`src/rtl/estacionamiento_pkg.sv`:
```
// Shared types and sensor codes for the multi-lane parking controller.
// A sensor code is {beam_a, beam_b}, where 1 means the beam is blocked.
package estacionamiento_pkg;

  typedef enum logic [2:0] {
    IDLE,
    E1,
    E2,
    E3,
    S1,
    S2,
    S3
  } estado_carril_t;

  localparam logic [1:0] S_LIBRE = 2'b00;
  localparam logic [1:0] S_A     = 2'b10;
  localparam logic [1:0] S_B     = 2'b01;
  localparam logic [1:0] S_AB    = 2'b11;

endpackage

```
`src/rtl/estacionamiento_ctrl_fsm_carril.sv`:
```
// One gate lane: A/B beam sequence detector with registered one-cycle
// entry, exit and error pulses.
module fsm_carril
  import estacionamiento_pkg::*;
(
  input  logic clk,
  input  logic rst,
  input  logic sensor_a,
  input  logic sensor_b,
  output logic entrada,
  output logic salida,
  output logic error_seq
);

  estado_carril_t estado_reg;
  logic [1:0]     s;

  assign s = {sensor_a, sensor_b};

  always_ff @(posedge clk or posedge rst) begin
    if (rst) begin
      estado_reg <= IDLE;
      entrada    <= 1'b0;
      salida     <= 1'b0;
      error_seq  <= 1'b0;
    end else begin
      entrada   <= 1'b0;
      salida    <= 1'b0;
      error_seq <= 1'b0;
      case (estado_reg)
        IDLE: begin
          case (s)
            S_A:     estado_reg <= E1;
            S_B:     estado_reg <= S1;
            S_AB:    error_seq  <= 1'b1;
            default: estado_reg <= IDLE;
          endcase
        end
        E1: begin
          case (s)
            S_AB:    estado_reg <= E2;
            S_LIBRE: estado_reg <= IDLE;
            S_B: begin
              estado_reg <= IDLE;
              error_seq  <= 1'b1;
            end
            default: estado_reg <= E1;
          endcase
        end
        E2: begin
          // Returning to A-only means the car is backing out of the gate.
          case (s)
            S_B:     estado_reg <= E3;
            S_A:     estado_reg <= E1;
            S_LIBRE: begin
              estado_reg <= IDLE;
              error_seq  <= 1'b1;
            end
            default: estado_reg <= E2;
          endcase
        end
        E3: begin
          case (s)
            S_LIBRE: begin
              estado_reg <= IDLE;
              entrada    <= 1'b1;
            end
            S_AB:    estado_reg <= E2;
            S_A: begin
              estado_reg <= IDLE;
              error_seq  <= 1'b1;
            end
            default: estado_reg <= E3;
          endcase
        end
        S1: begin
          case (s)
            S_AB:    estado_reg <= S2;
            S_LIBRE: estado_reg <= IDLE;
            S_A: begin
              estado_reg <= IDLE;
              error_seq  <= 1'b1;
            end
            default: estado_reg <= S1;
          endcase
        end
        S2: begin
          case (s)
            S_A:     estado_reg <= S3;
            S_B:     estado_reg <= S1;
            S_LIBRE: begin
              estado_reg <= IDLE;
              error_seq  <= 1'b1;
            end
            default: estado_reg <= S2;
          endcase
        end
        S3: begin
          case (s)
            S_LIBRE: begin
              estado_reg <= IDLE;
              salida     <= 1'b1;
            end
            S_AB:    estado_reg <= S2;
            S_B: begin
              estado_reg <= IDLE;
              error_seq  <= 1'b1;
            end
            default: estado_reg <= S3;
          endcase
        end
        default: estado_reg <= IDLE;
      endcase
    end
  end

endmodule

```
`src/rtl/estacionamiento_ctrl.sv`:
```
// Multi-lane parking controller: per-lane sequence detectors feeding a shared
// occupancy counter with capacity clamping and a sticky overflow flag.
module estacionamiento_ctrl
  import estacionamiento_pkg::*;
#(
  parameter int N_CARRILES = 2,
  parameter int CAPACIDAD  = 7,
  localparam int W = $clog2(CAPACIDAD + 1)
) (
  input  logic                  clk,
  input  logic                  rst,
  input  logic [N_CARRILES-1:0] sensor_a,
  input  logic [N_CARRILES-1:0] sensor_b,
  input  logic                  clr_desborde,
  output logic [N_CARRILES-1:0] entrada,
  output logic [N_CARRILES-1:0] salida,
  output logic [N_CARRILES-1:0] error_seq,
  output logic [W-1:0]          autos,
  output logic                  lleno,
  output logic                  vacio,
  output logic                  desborde
);

  localparam int WS = W + 4;
  localparam logic [WS-1:0] CAP_EXT = WS'(CAPACIDAD);

  logic [W-1:0]  autos_reg;
  logic          desborde_reg;
  logic [WS-1:0] n_e;
  logic [WS-1:0] n_s;
  logic [WS-1:0] suma;
  logic [W-1:0]  autos_next;
  logic          clamp;

  genvar gi;
  generate
    for (gi = 0; gi < N_CARRILES; gi++) begin : g_carril
      fsm_carril u_fsm (
        .clk       (clk),
        .rst       (rst),
        .sensor_a  (sensor_a[gi]),
        .sensor_b  (sensor_b[gi]),
        .entrada   (entrada[gi]),
        .salida    (salida[gi]),
        .error_seq (error_seq[gi])
      );
    end
  endgenerate

  // The sum is kept four bits wider than autos so a negative result shows in the MSB.
  always_comb begin
    n_e = '0;
    n_s = '0;
    for (int i = 0; i < N_CARRILES; i++) begin
      n_e = n_e + WS'(entrada[i]);
      n_s = n_s + WS'(salida[i]);
    end
    suma       = WS'(autos_reg) + n_e - n_s;
    autos_next = suma[W-1:0];
    clamp      = 1'b0;
    if (suma[WS-1]) begin
      autos_next = '0;
      clamp      = 1'b1;
    end else if (suma > CAP_EXT) begin
      autos_next = W'(CAPACIDAD);
      clamp      = 1'b1;
    end
  end

  always_ff @(posedge clk or posedge rst) begin
    if (rst) begin
      autos_reg    <= '0;
      desborde_reg <= 1'b0;
    end else begin
      autos_reg <= autos_next;
      if (clamp)
        desborde_reg <= 1'b1;
      else if (clr_desborde)
        desborde_reg <= 1'b0;
    end
  end

  assign autos    = autos_reg;
  assign desborde = desborde_reg;
  assign lleno    = (autos_reg == W'(CAPACIDAD));
  assign vacio    = (autos_reg == '0);

endmodule

```
`config.mk`:
```
export PLATFORM = sky130hd
export DESIGN_NAME = estacionamiento_ctrl
export DESIGN_NICKNAME = d
export VERILOG_FILES = /design/src/rtl/estacionamiento_pkg.sv /design/src/rtl/estacionamiento_ctrl_fsm_carril.sv /design/src/rtl/estacionamiento_ctrl.sv
export SDC_FILE = /design/constraint.sdc
export NUM_CORES = 1
export LEC_CHECK = 0
export BUFFER_PORTS_ARGS = -buffer_cell sky130_fd_sc_hd__buf_2
export CAP_MARGIN = 20
export CELL_PAD_IN_SITES_DETAIL_PLACEMENT = 0
export CELL_PAD_IN_SITES_GLOBAL_PLACEMENT = 1
export CORE_MARGIN = 2
export CORE_UTILIZATION = 43
export DETAILED_ROUTE_END_ITERATION = 16
export HOLD_SLACK_MARGIN = 0.08
export PLACE_DENSITY = 0.76
export SLEW_MARGIN = 5
export SYNTH_ARGS = -nofsm -noshare
export SYNTH_HDL_FRONTEND = slang
export SYNTH_HIERARCHICAL = 1
export SYNTH_SLANG_ARGS = --single-unit
```
`constraint.sdc`:
```
create_clock -name clk -period 2.6 [get_ports clk]
set_input_delay 0 -clock clk [delete_from_list [all_inputs] [get_ports clk]]
set_output_delay 0 -clock clk [all_outputs]
set_load 0.01 [all_outputs]
```
==> summary.txt, run 1 <==
Status
  • Status: complete, no violations

STA
  • Worst Skew: 0.00983 ns
  • Worst slew pin tran: 0.402 ns
  • Count of final hold-check violations: 0
  • Setup TNS: 0 ns
  • Final Max Tran Viols: 0
  • RSZ-0062 raised after global routing: no
  • Max-slew headroom: 73.2%
  • Crit path time final: 2.18 ns
  • Fmax: 0.459 GHz
  • Tcrit/Tclk final: 83.8%
  • Final setup viols: 0
  • Post-layout worst setup margin: 0.422 ns

Worst setup path
  • Reg-to-reg endpoint: autos[0]$_DFF_PP0_
  • Setup slack, reg-to-reg: 0.42 ns
  • Startpoint types: register
  • Crit Path Max Fanout: 3
  • Crit-path cells: fa_1 > inv_1 > fa_1 > inv_1 > ha_1 > fa_1 > xor2_2 > a21oi_1
  • Slowest CP cell: fa_1
  • Setup crit end kind: register
  • Max incr delay on CP: 0.53 ns
  • Crit path kind: register to register
  • R2R depth: 8
  • CP dominant cell by count: fa_1
  • R2R Path Start: g_carril[1].u_fsm/entrada$_DFF_PP0_
  • Critical path arrival: 2.35 ns
  • CP required: 2.77 ns

Global route
  • Grt total ovfl: 0
  • First-pass GRT wire length: 3.62 mm
  • Number of global-route vias before repair: 832
  • Total track usage: 14.0%
  • Initial antenna violation count: 0
  • Largest net degree at the start of global routing: 14

Clock network
  • Clock slew at reported path FFs: 0.10 ns
  • Cells resized by post-CTS repair: 0
  • Maximum clock path buffer count: 2
  • Post-CTS Hold Fix Bufs: 2
  • TritonCTS clock tree: built
  • Num CTS Buffers: 3
  • Setup Buffers After CTS: 0
  • Clk sink count: 16
  • CTS root buffer: clkbuf_4
  • H-tree depth: 1
  • Clk_lat worst skew: 0.28 ns

Finish
  • Max reg flops: 6
  • Syn-to-layout area delta: 12.3%
  • NumNets Final: 165
  • Design Area, Final: 1350 µm²
  • Share of layout cells above drive strength 1: 19.4%
  • Diode count: 0

Route
  • Via count: 893
  • Initial detailed-routing violation count: 30
  • Antenna violation net count after detailed routing: 0
  • Aggregate routed wire length: 2.05 mm
  • Residual DRC: 0
  • DR WL/cell: 12.1 µm
  • Pre-Repair DR Iteration Count: 4
  • Vias per cell: 5.25

Placed design
  • GP Congestion: 0.728
  • Dpl hpwl: 1.61 mm
  • Pre-CTS setup slack: 0.384 ns
  • Buffers on Ports: 18
  • DP Area: 1290 µm²

Synth
  • Post-Syn Instances: 121
  • Area of the mapped netlist: 1200 µm²
  • Syn_nets: 146
  • Register area share after synthesis: 33.4%
  • Syn avg cell area: 9.90 µm²
  • FF+latch count, synth: 16
  • Cells taking the most area after synthesis: dfrtp_1 33%, ha_1 15%, fa_1 6.7%
  • Cell taking the most area after synthesis: dfrtp_1
  • Synth top area share: 33.4%
  • Synth warnings: 6
  • Synth unique cells: 31

Floorplan
  • IO Pins: 19
  • Core ar.: 2710 µm²
  • Cell Rows: 19
  • Die width: 56.8 µm
  • DIE AREA: 3220 µm²
  • Die Y: 56.8 µm
  • Starting density of the core: 44.2%

Power and ir drop
  • Leakage: 0.659 nW
  • Worst vdd ir: 442 µV
  • Pwr Density: 822 nW/µm²

Flow run
  • Max Cap Viol: 0

Min path
  • Worst Hold Class: input port to asynchronous set/reset pin
[where the power goes]
group | leakage (nW) | internal [mW] | total (mW) | switching, mW
Sequential | 0.198 | 0.333 | 0.487 | 0.154
Clock | 0.0210 | 0.0851 | 0.160 | 0.0754
Combinational | 0.440 | 0.237 | 0.457 | 0.220
[cell usage in the layout, fill, tap and decap left out, types with 3 or more instances in the layout]
cell type / n
clkbuf_4: 3
nand2_1: 6
fa_1: 4
nor3b_1: 4
buf_2: 18
dfrtp_1: 16
nand3b_1: 5
a21oi_1: 4
ha_1: 14
o21ai_0: 4
inv_1: 21
[worst max-delay path by stage]
stage	start	to	cells past startpoint	slack (ns)
after floorplan	g_carril[1].u_fsm/entrada$_DFF_PP0_	desborde$_DFFE_PP0P_	8	0.45
after global placement	g_carril[1].u_fsm/entrada$_DFF_PP0_	desborde$_DFFE_PP0P_	8	0.42
after detailed placement	g_carril[1].u_fsm/entrada$_DFF_PP0_	autos[0]$_DFF_PP0_	8	0.38
after CTS	g_carril[1].u_fsm/entrada$_DFF_PP0_	autos[0]$_DFF_PP0_	8	0.40
after global routing	g_carril[1].u_fsm/entrada$_DFF_PP0_	autos[0]$_DFF_PP0_	8	0.26
final	g_carril[1].u_fsm/entrada$_DFF_PP0_	autos[0]$_DFF_PP0_	8	0.42
[critical path: cells and delay by family, from the launching register on]
kind	cells	cell delay, ns
buf+inv	2	0.11
xor+xnor	1	0.17
fa+ha+maj	4	1.29
flops	1	0.41
compound gates	1	0.09
[routing by layer]
| layer | part of all wire [%] | track usage [%] | up-vias |
|---|---|---|---|
| met5 | 0 | 0 | - |
| met4 | 0.98 | 4.98 | 0 |
| met3 | 5.0 | 2.07 | 2 |
| met2 | 46 | 23.3 | 28 |
| met1 | 48 | 18.4 | 424 |
| li1 | - | - | 439 |
[stage by stage]
step                      total power, mW  utilization (%)  std cells  hold WS, ns
after floorplan                     0.845                -        121       -0.234
after detailed placement            0.952             47.6        164      -0.0834
after global routing                 1.21             49.6        170        0.154
final                                1.10             49.6        170        0.164
after global placement              0.940             47.6        164      -0.0850
after CTS                            1.12             49.6        170        0.149
[logic make-up (layout without fill, tap and decap cells)]
| group | count (synthesis) | after routing | synth area share, % |
|---|---|---|---|
| AOI/OAI and AO/OA | 23 | 23 | 12.1 |
| xor gates and xnor gates | 3 | 3 | 2.82 |
| adders and majority gates | 18 | 18 | 21.3 |
| buffers and inverters | 27 | 45 | 9.72 |
| DFF | 16 | 16 | 33.4 |
| muxes | 4 | 4 | 5.43 |
| and+or+nand+nor | 30 | 30 | 15.2 |
[Yosys cell counts (all sizes together)]
master and n:
a22oi 2, buf 4, or3b 2, or4 2, o21ai 6, nand3 2
mux4 2, inv 21, nor3 2, nand2 6, nand3b 5, a21oi 4
clkbuf 2, nor2b 2, mux2i 2, nor3b 4, dfrtp 16, xor2 3
ha 14, o31ai 2, o211ai 2, fa 4, nand4 2, nor2 2
o22ai 2, a21boi 1, a211oi 2, nand2b 1, o21a 2
[area by class of cell]
type	instances	area [µm²]
Sequential cell	16	400
Clock buffer	4	36.3
Multi-Input combinational cell	78	681
Inverter	21	78.8
Fill cell	266	1370
Timing Repair Buffer	20	110
Tap cell	31	38.8
No activity file was read; power rests on OpenSTA's default activity.
==> run 2, diff against run 1 <==
==> constraint.sdc (replaced) <==
create_clock -name clk -period 2.3 [get_ports clk]
set_input_delay 0 -clock clk [delete_from_list [all_inputs] [get_ports clk]]
set_output_delay 0 -clock clk [all_outputs]
set_load 0.01 [all_outputs]
==> summary.txt, run 2 (synthesis gave the netlist of run 1 again) <==
Status
  • Status: complete, no violations

Power and ir drop
  • Comb power frac: 44.0%
  • Net Sw Power: 520 µW
  • Pwr Density: 917 nW/µm²
  • Sequential Power Share: 44.4%
  • Leakage: 0.649 nW
  • Clock power share: 11.6%
  • Switching Share: 42.0%
  • Worst vdd ir: 525 µV
  • Overall Power: 1.24 mW
  • P_int: 720 µW

Finish
  • Syn-to-layout area delta: 13.0%
  • Share of layout cells above drive strength 1: 22.5%
  • NumNets Final: 165
  • Commonest non-fill, non-tap cell in the layout: inv_1
  • Max reg flops: 6
  • Filler Cell Count: 273
  • Most frequent cells in the layout: 20 x inv_1, 18 x buf_2, 16 x dfrtp_1
  • Sequential cell area: 400 µm²
  • Footprint of the multi-input gates: 702 µm²
  • Diode count: 0
  • Layout Utilization: 49.9%

Placed design
  • GP Congestion: 0.728
  • Buffers on Ports: 18
  • Dpl hpwl: 1.66 mm

Clock network
  • TritonCTS clock tree: built
  • Clk_lat worst skew: 0.28 ns
  • H-tree depth: 1
  • Maximum clock path buffer count: 2
  • Clock slew at reported path FFs: 0.09 ns
  • Num CTS Buffers: 3
  • Clk sink count: 16
  • CTS root buffer: clkbuf_4

Route
  • Initial detailed-routing violation count: 21
  • Antenna violation net count after detailed routing: 0
  • DR WL/cell: 12.6 µm
  • Via count: 875
  • Vias per cell: 5.18
  • Pre-Repair DR Iteration Count: 4
  • Residual DRC: 0
  • Aggregate routed wire length: 2.13 mm

Floorplan
  • Starting density of the core: 44.2%
  • Die Y: 56.8 µm
  • Die width: 56.8 µm
  • Core ar.: 2710 µm²
  • IO Pins: 19
  • Cell Rows: 19
  • DIE AREA: 3220 µm²

Worst setup path
  • Reg-to-reg endpoint: autos[1]$_DFF_PP0_
  • Top delay family on crit path: adder cells
  • Setup crit end kind: register
  • Crit path kind: register to register
  • Startpoint types: register
  • Max incr delay on CP: 0.54 ns
  • R2R depth: 8
  • R2R Path Start: g_carril[1].u_fsm/entrada$_DFF_PP0_
  • Crit Path Max Fanout: 3
  • CP dominant cell by count: fa_2
  • Slowest CP cell: fa_1
  • Crit-path cells: fa_1 > inv_1 > fa_2 > inv_2 > ha_4 > fa_2 > xor2_2 > a21oi_1
  • WP buf/inv: 2
  • CP required: 2.46 ns
  • Critical path arrival: 2.30 ns
  • Setup slack, reg-to-reg: 0.16 ns

STA
  • Final setup viols: 0
  • Crit path time final: 2.14 ns
  • Final Max Tran Viols: 0
  • Fmax: 0.468 GHz
  • RSZ-0062 raised after global routing: no
  • Tcrit/Tclk final: 92.9%
  • Worst Skew: 0.00787 ns
  • Max-slew headroom: 73.7%
  • Hold slack: 0.165 ns
  • Setup TNS: 0 ns
  • Worst slew pin tran: 0.395 ns
  • Count of final hold-check violations: 0

Global route
  • First-pass GRT wire length: 3.67 mm
  • Grt total ovfl: 0
  • Initial antenna violation count: 0
  • Largest net degree at the start of global routing: 14
  • Total track usage: 14.4%
  • Number of global-route vias before repair: 859

Min path
  • Worst Hold Class: input port to asynchronous set/reset pin

Flow run
  • Max Cap Viol: 0
run 2: cell count changes in the layout (fill, tap and decap cells not counted):
cell	before	now
inv_1	21	20
ha_4	0	1
clkbuf_8	1	0
ha_1	14	13
a21oi_2	0	1
a21oi_1	4	3
inv_2	0	1
fa_2	0	2
fa_1	4	2
run 2: what timing repair did:
item                                    CTS  global route
endpoints found under the setup margin    0             3
setup buffers                             0             0
endpoints found under the hold margin    17             0
hold buffers                              2             0
gates resized for setup                   0             6
run 2: worst register-to-register path, stage by stage, from the launching register on:
cell	delay [ns]
dfrtp_1	0.40
fa_1	0.54
inv_1	0.05
fa_2	0.33
inv_2	0.07
ha_4	0.14
fa_2	0.21
xor2_2	0.19
a21oi_1	0.09
run 2: worst max-delay path by stage:
stage,start,end,slack [ns],depth (start not counted)
after CTS,g_carril[1].u_fsm/entrada$_DFF_PP0_,autos[0]$_DFF_PP0_,0.09,8
after global routing,g_carril[1].u_fsm/entrada$_DFF_PP0_,desborde$_DFFE_PP0P_,0.05,8
final,g_carril[1].u_fsm/entrada$_DFF_PP0_,autos[1]$_DFF_PP0_,0.16,8
after floorplan,g_carril[1].u_fsm/entrada$_DFF_PP0_,desborde$_DFFE_PP0P_,0.15,8
after detailed placement,g_carril[1].u_fsm/entrada$_DFF_PP0_,autos[0]$_DFF_PP0_,0.08,8
after global placement,g_carril[1].u_fsm/entrada$_DFF_PP0_,desborde$_DFFE_PP0P_,0.12,8
run 2: power groups by stage:
stage          clock [mW]  sequential (mW)  combinational [mW]
2_1_floorplan           0            0.466               0.489
3_3_place_gp            0            0.549               0.513
3_5_place_dp            0            0.556               0.521
4_1_cts             0.152            0.550               0.527
5_1_grt             0.163            0.574               0.625
6_report            0.143            0.551               0.546
run 2: metal layers:
metal  global-route usage, %  vias to the layer above  wire, µm
li1                        -                      438         -
met1                    18.4                      411       996
met2                    23.8                       24      1010
met3                    2.07                        2       100
met4                    6.98                        0        20
met5                       0                        -         0
run 2: cell type report:
class,instances,area share [%]
tap,31,2.87
clock buffer,3,1.67
inverter,21,5.83
timing repair buffer,20,8.14
sequential,16,29.6
multi-input combinational,78,51.9
run 2: through the flow:
step | instance area, µm² | cells | setup WS, ns
2_1_floorplan | 1200 | 121 | 0.150
3_3_place_gp | 1290 | 164 | 0.121
3_5_place_dp | 1290 | 164 | 0.0817
4_1_cts | 1330 | 169 | 0.0878
5_1_grt | 1350 | 169 | 0.0530
6_report | 1350 | 169 | 0.164
==> run 3, diff against run 2 <==
--- a/config.mk
+++ b/config.mk
@@ -5,15 +5,16 @@
 export SDC_FILE = /design/constraint.sdc
 export NUM_CORES = 1
 export LEC_CHECK = 0
+export ABC_AREA = 1
 export BUFFER_PORTS_ARGS = -buffer_cell sky130_fd_sc_hd__buf_2
 export CAP_MARGIN = 20
 export CELL_PAD_IN_SITES_DETAIL_PLACEMENT = 0
 export CELL_PAD_IN_SITES_GLOBAL_PLACEMENT = 1
 export CORE_MARGIN = 2
-export CORE_UTILIZATION = 43
+export CORE_UTILIZATION = 40
 export DETAILED_ROUTE_END_ITERATION = 16
 export HOLD_SLACK_MARGIN = 0.08
-export PLACE_DENSITY = 0.76
+export PLACE_DENSITY = 0.75
 export SLEW_MARGIN = 5
 export SYNTH_ARGS = -nofsm -noshare
 export SYNTH_HDL_FRONTEND = slang
==> constraint.sdc (replaced) <==
create_clock -name clk -period 2.2 [get_ports clk]
set_input_delay 0 -clock clk [delete_from_list [all_inputs] [get_ports clk]]
set_output_delay 0 -clock clk [all_outputs]
set_load 0.01 [all_outputs]
==> summary.txt, run 3 <==
Clock network
  • Clock slew at reported path FFs: 0.10 ns
  • Maximum clock path buffer count: 2
  • Clk_lat worst skew: 0.29 ns
  • TritonCTS clock tree: built
  • Num CTS Buffers: 3
  • H-tree depth: 1
  • CTS root buffer: clkbuf_4
  • Clk sink count: 16

Power and ir drop
  • P_int: 612 µW
  • Worst vdd ir: 247 µV
  • Pwr Density: 711 nW/µm²
  • Clock power share: 18.7%
  • Net Sw Power: 429 µW
  • Comb power frac: 39.8%
  • Switching Share: 41.2%
  • Sequential Power Share: 41.5%
  • Leakage: 0.891 nW

Synth
  • Syn avg cell area: 7.28 µm²
  • Most common cell in the synthesized netlist: inv_1
  • Syn_nets: 198
  • Register area share after synthesis: 31.8%
  • Post-Syn Instances: 173
  • Cells taking the most area after synthesis: dfrtp_1 32%, ha_1 14%, inv_1 13%
  • Area of the mapped netlist: 1260 µm²
  • Ys async rst share: 100%
  • Primary FF master, synth: dfrtp_1
  • Synth cell count leaders: 44 x inv_1, 38 x nand2_1, 24 x nand3_1
  • EDFF count, synth: 0
  • Cell taking the most area after synthesis: dfrtp_1
  • Synth top area share: 31.8%
  • Synth warnings: 6
  • Synth unique cells: 15
  • FF+latch count, synth: 16

Min path
  • Hold path startpoint: sensor_a[1]
  • Worst Hold Class: input port to register

STA
  • RSZ-0062 raised after global routing: yes
  • Worst Skew: 0.00428 ns
  • Tcrit/Tclk final: 95.9%
  • Final setup viols: 0
  • Count of final hold-check violations: 0
  • Setup TNS: 0 ns
  • Crit path time final: 2.11 ns
  • Final Max Tran Viols: 0
  • Max-slew headroom: 81.7%
  • Fmax: 0.474 GHz
  • Worst slew pin tran: 0.275 ns
  • Post-layout worst setup margin: 0.0904 ns

Route
  • Residual DRC: 0
  • Antenna violation net count after detailed routing: 0
  • Initial detailed-routing violation count: 30
  • DR WL/cell: 10.1 µm
  • Vias per cell: 4.66
  • Via count: 1114
  • Aggregate routed wire length: 2.42 mm
  • Pre-Repair DR Iteration Count: 4

Placed design
  • Pre-CTS setup slack: 0.00687 ns
  • Buffers on Ports: 18
  • GP Congestion: 0.869
  • Dpl hpwl: 1.94 mm

Floorplan
  • Starting density of the core: 41.6%
  • Core ar.: 3030 µm²
  • IO Pins: 19
  • Die width: 60.1 µm
  • DIE AREA: 3620 µm²
  • Cell Rows: 20
  • Die Y: 60.1 µm

Finish
  • Share of layout cells above drive strength 1: 17.9%
  • Diode count: 0
  • Commonest non-fill, non-tap cell in the layout: inv_1
  • Most frequent cells in the layout: 42 x inv_1, 37 x nand2_1, 23 x nand3_1
  • NumNets Final: 221
  • Filler Cell Count: 304
  • Max reg flops: 6
  • Layout Utilization: 48.3%
  • Syn-to-layout area delta: 16.2%

Worst setup path
  • Critical path arrival: 2.30 ns
  • Crit path kind: register to register
  • Slowest CP cell: fa_1
  • Crit Path Max Fanout: 3
  • Max incr delay on CP: 0.53 ns
  • Setup crit end kind: register
  • CP required: 2.39 ns
  • Startpoint types: register
  • Crit-path cells: fa_1 > inv_1 > fa_2 > inv_2 > ha_4 > fa_2 > inv_2 > nand2_4 > nand3_1 > nand2_1 > inv_1
  • Critical Path Start: g_carril[1].u_fsm/entrada$_DFF_PP0_
  • R2R Path Start: g_carril[1].u_fsm/entrada$_DFF_PP0_

Flow run
  • Max Cap Viol: 0

Status
  • Status: complete, no violations

Global route
  • Number of global-route vias before repair: 985
  • Grt total ovfl: 0
  • Total track usage: 15.1%
  • First-pass GRT wire length: 4.08 mm
  • Initial antenna violation count: 0
  • Largest net degree at the start of global routing: 10
[run 3: changes by cell type in the layout (fill, tap and decap cells not counted), sizes merged, moves of 3 or more]
cell,previous run,this run
inv,21,47
nand3,2,24
nor3b,4,0
xor2,3,0
nand2,6,39
o21ai,6,2
nand4,2,7
nor2,2,12
nand3b,5,0
[run 3: what timing repair did]
action | CTS | global route
buffers inserted | 0 | 0
endpoints found under the setup margin | 2 | 4
gates resized for setup | 2 | 6
hold buffers | 2 | 0
endpoints found under the hold margin | 17 | 0
pin swaps | 0 | 2
[run 3: cell families (layout without fill, tap and decap cells)]
family                     Yosys count  after routing  share of synthesized area, %
AOI/OAI and AO/OA                    4              4                          1.59
DFF                                 16             16                          31.8
adders and majority gates           18             18                          20.3
buffers and inverters               49             71                          15.8
and+or+nand+nor                     86             86                          30.6
[run 3: final cells by class]
| cell class | instances | area (µm²) | area share (%) |
|---|---|---|---|
| inverter | 47 | 176 | 12.1 |
| tap | 44 | 55.1 | 3.76 |
| timing repair buffer | 20 | 110 | 7.52 |
| sequential | 16 | 400 | 27.4 |
| multi-input combinational | 108 | 686 | 46.8 |
| clock buffer | 4 | 36.3 | 2.48 |
[run 3: critical path: cells and delay by family (launching register included)]
kind                       cells  cell delay, ns
adders and majority gates      4            1.23
DFF                            1            0.40
buffers and inverters          4            0.20
and+or+nand+nor                3            0.18
[run 3: final timing paths]
path,to,slack [ns],cells past startpoint
min in group asynchronous,desborde$_DFFE_PP0P_,0.16,3
worst min register to register,desborde$_DFFE_PP0P_,0.53,2
worst max-delay path,autos[0]$_DFF_PP0_,0.09,11
max in group asynchronous,g_carril[0].u_fsm/estado_reg[2]$_DFFE_PP0P_,1.81,3
worst min-delay path,g_carril[1].u_fsm/estado_reg[1]$_DFFE_PP0P_,0.12,4
worst max register to register,autos[0]$_DFF_PP0_,0.09,11
[run 3: routing by layer]
layer  GRT usage [%]  vias up  routed length, µm
met2            25.0       33               1170
li1                -      566                  -
met4            8.57        0                 55
met5               0        -                  0
met3            2.16        6                 85
met1            18.6      509               1110
[run 3: metrics by stage]
step	instances	power (mW)	cell area [µm²]	hold WS, ns
global route	239	1.14	1460	0.140
floorplan	173	0.721	1260	-0.234
detailed placement	233	0.824	1380	-0.0846
finish	239	1.04	1460	0.122
CTS	239	1.03	1440	0.121
global placement	233	0.820	1380	-0.0846
[run 3: power by group through the flow]
stage / Sequential, mW / Combinational (mW) / Clock [mW]
2_1_floorplan: 0.427 / 0.294 / 0
3_3_place_gp: 0.435 / 0.385 / 0
3_5_place_dp: 0.435 / 0.388 / 0
4_1_cts: 0.430 / 0.397 / 0.202
5_1_grt: 0.443 / 0.477 / 0.221
6_report: 0.432 / 0.414 / 0.195
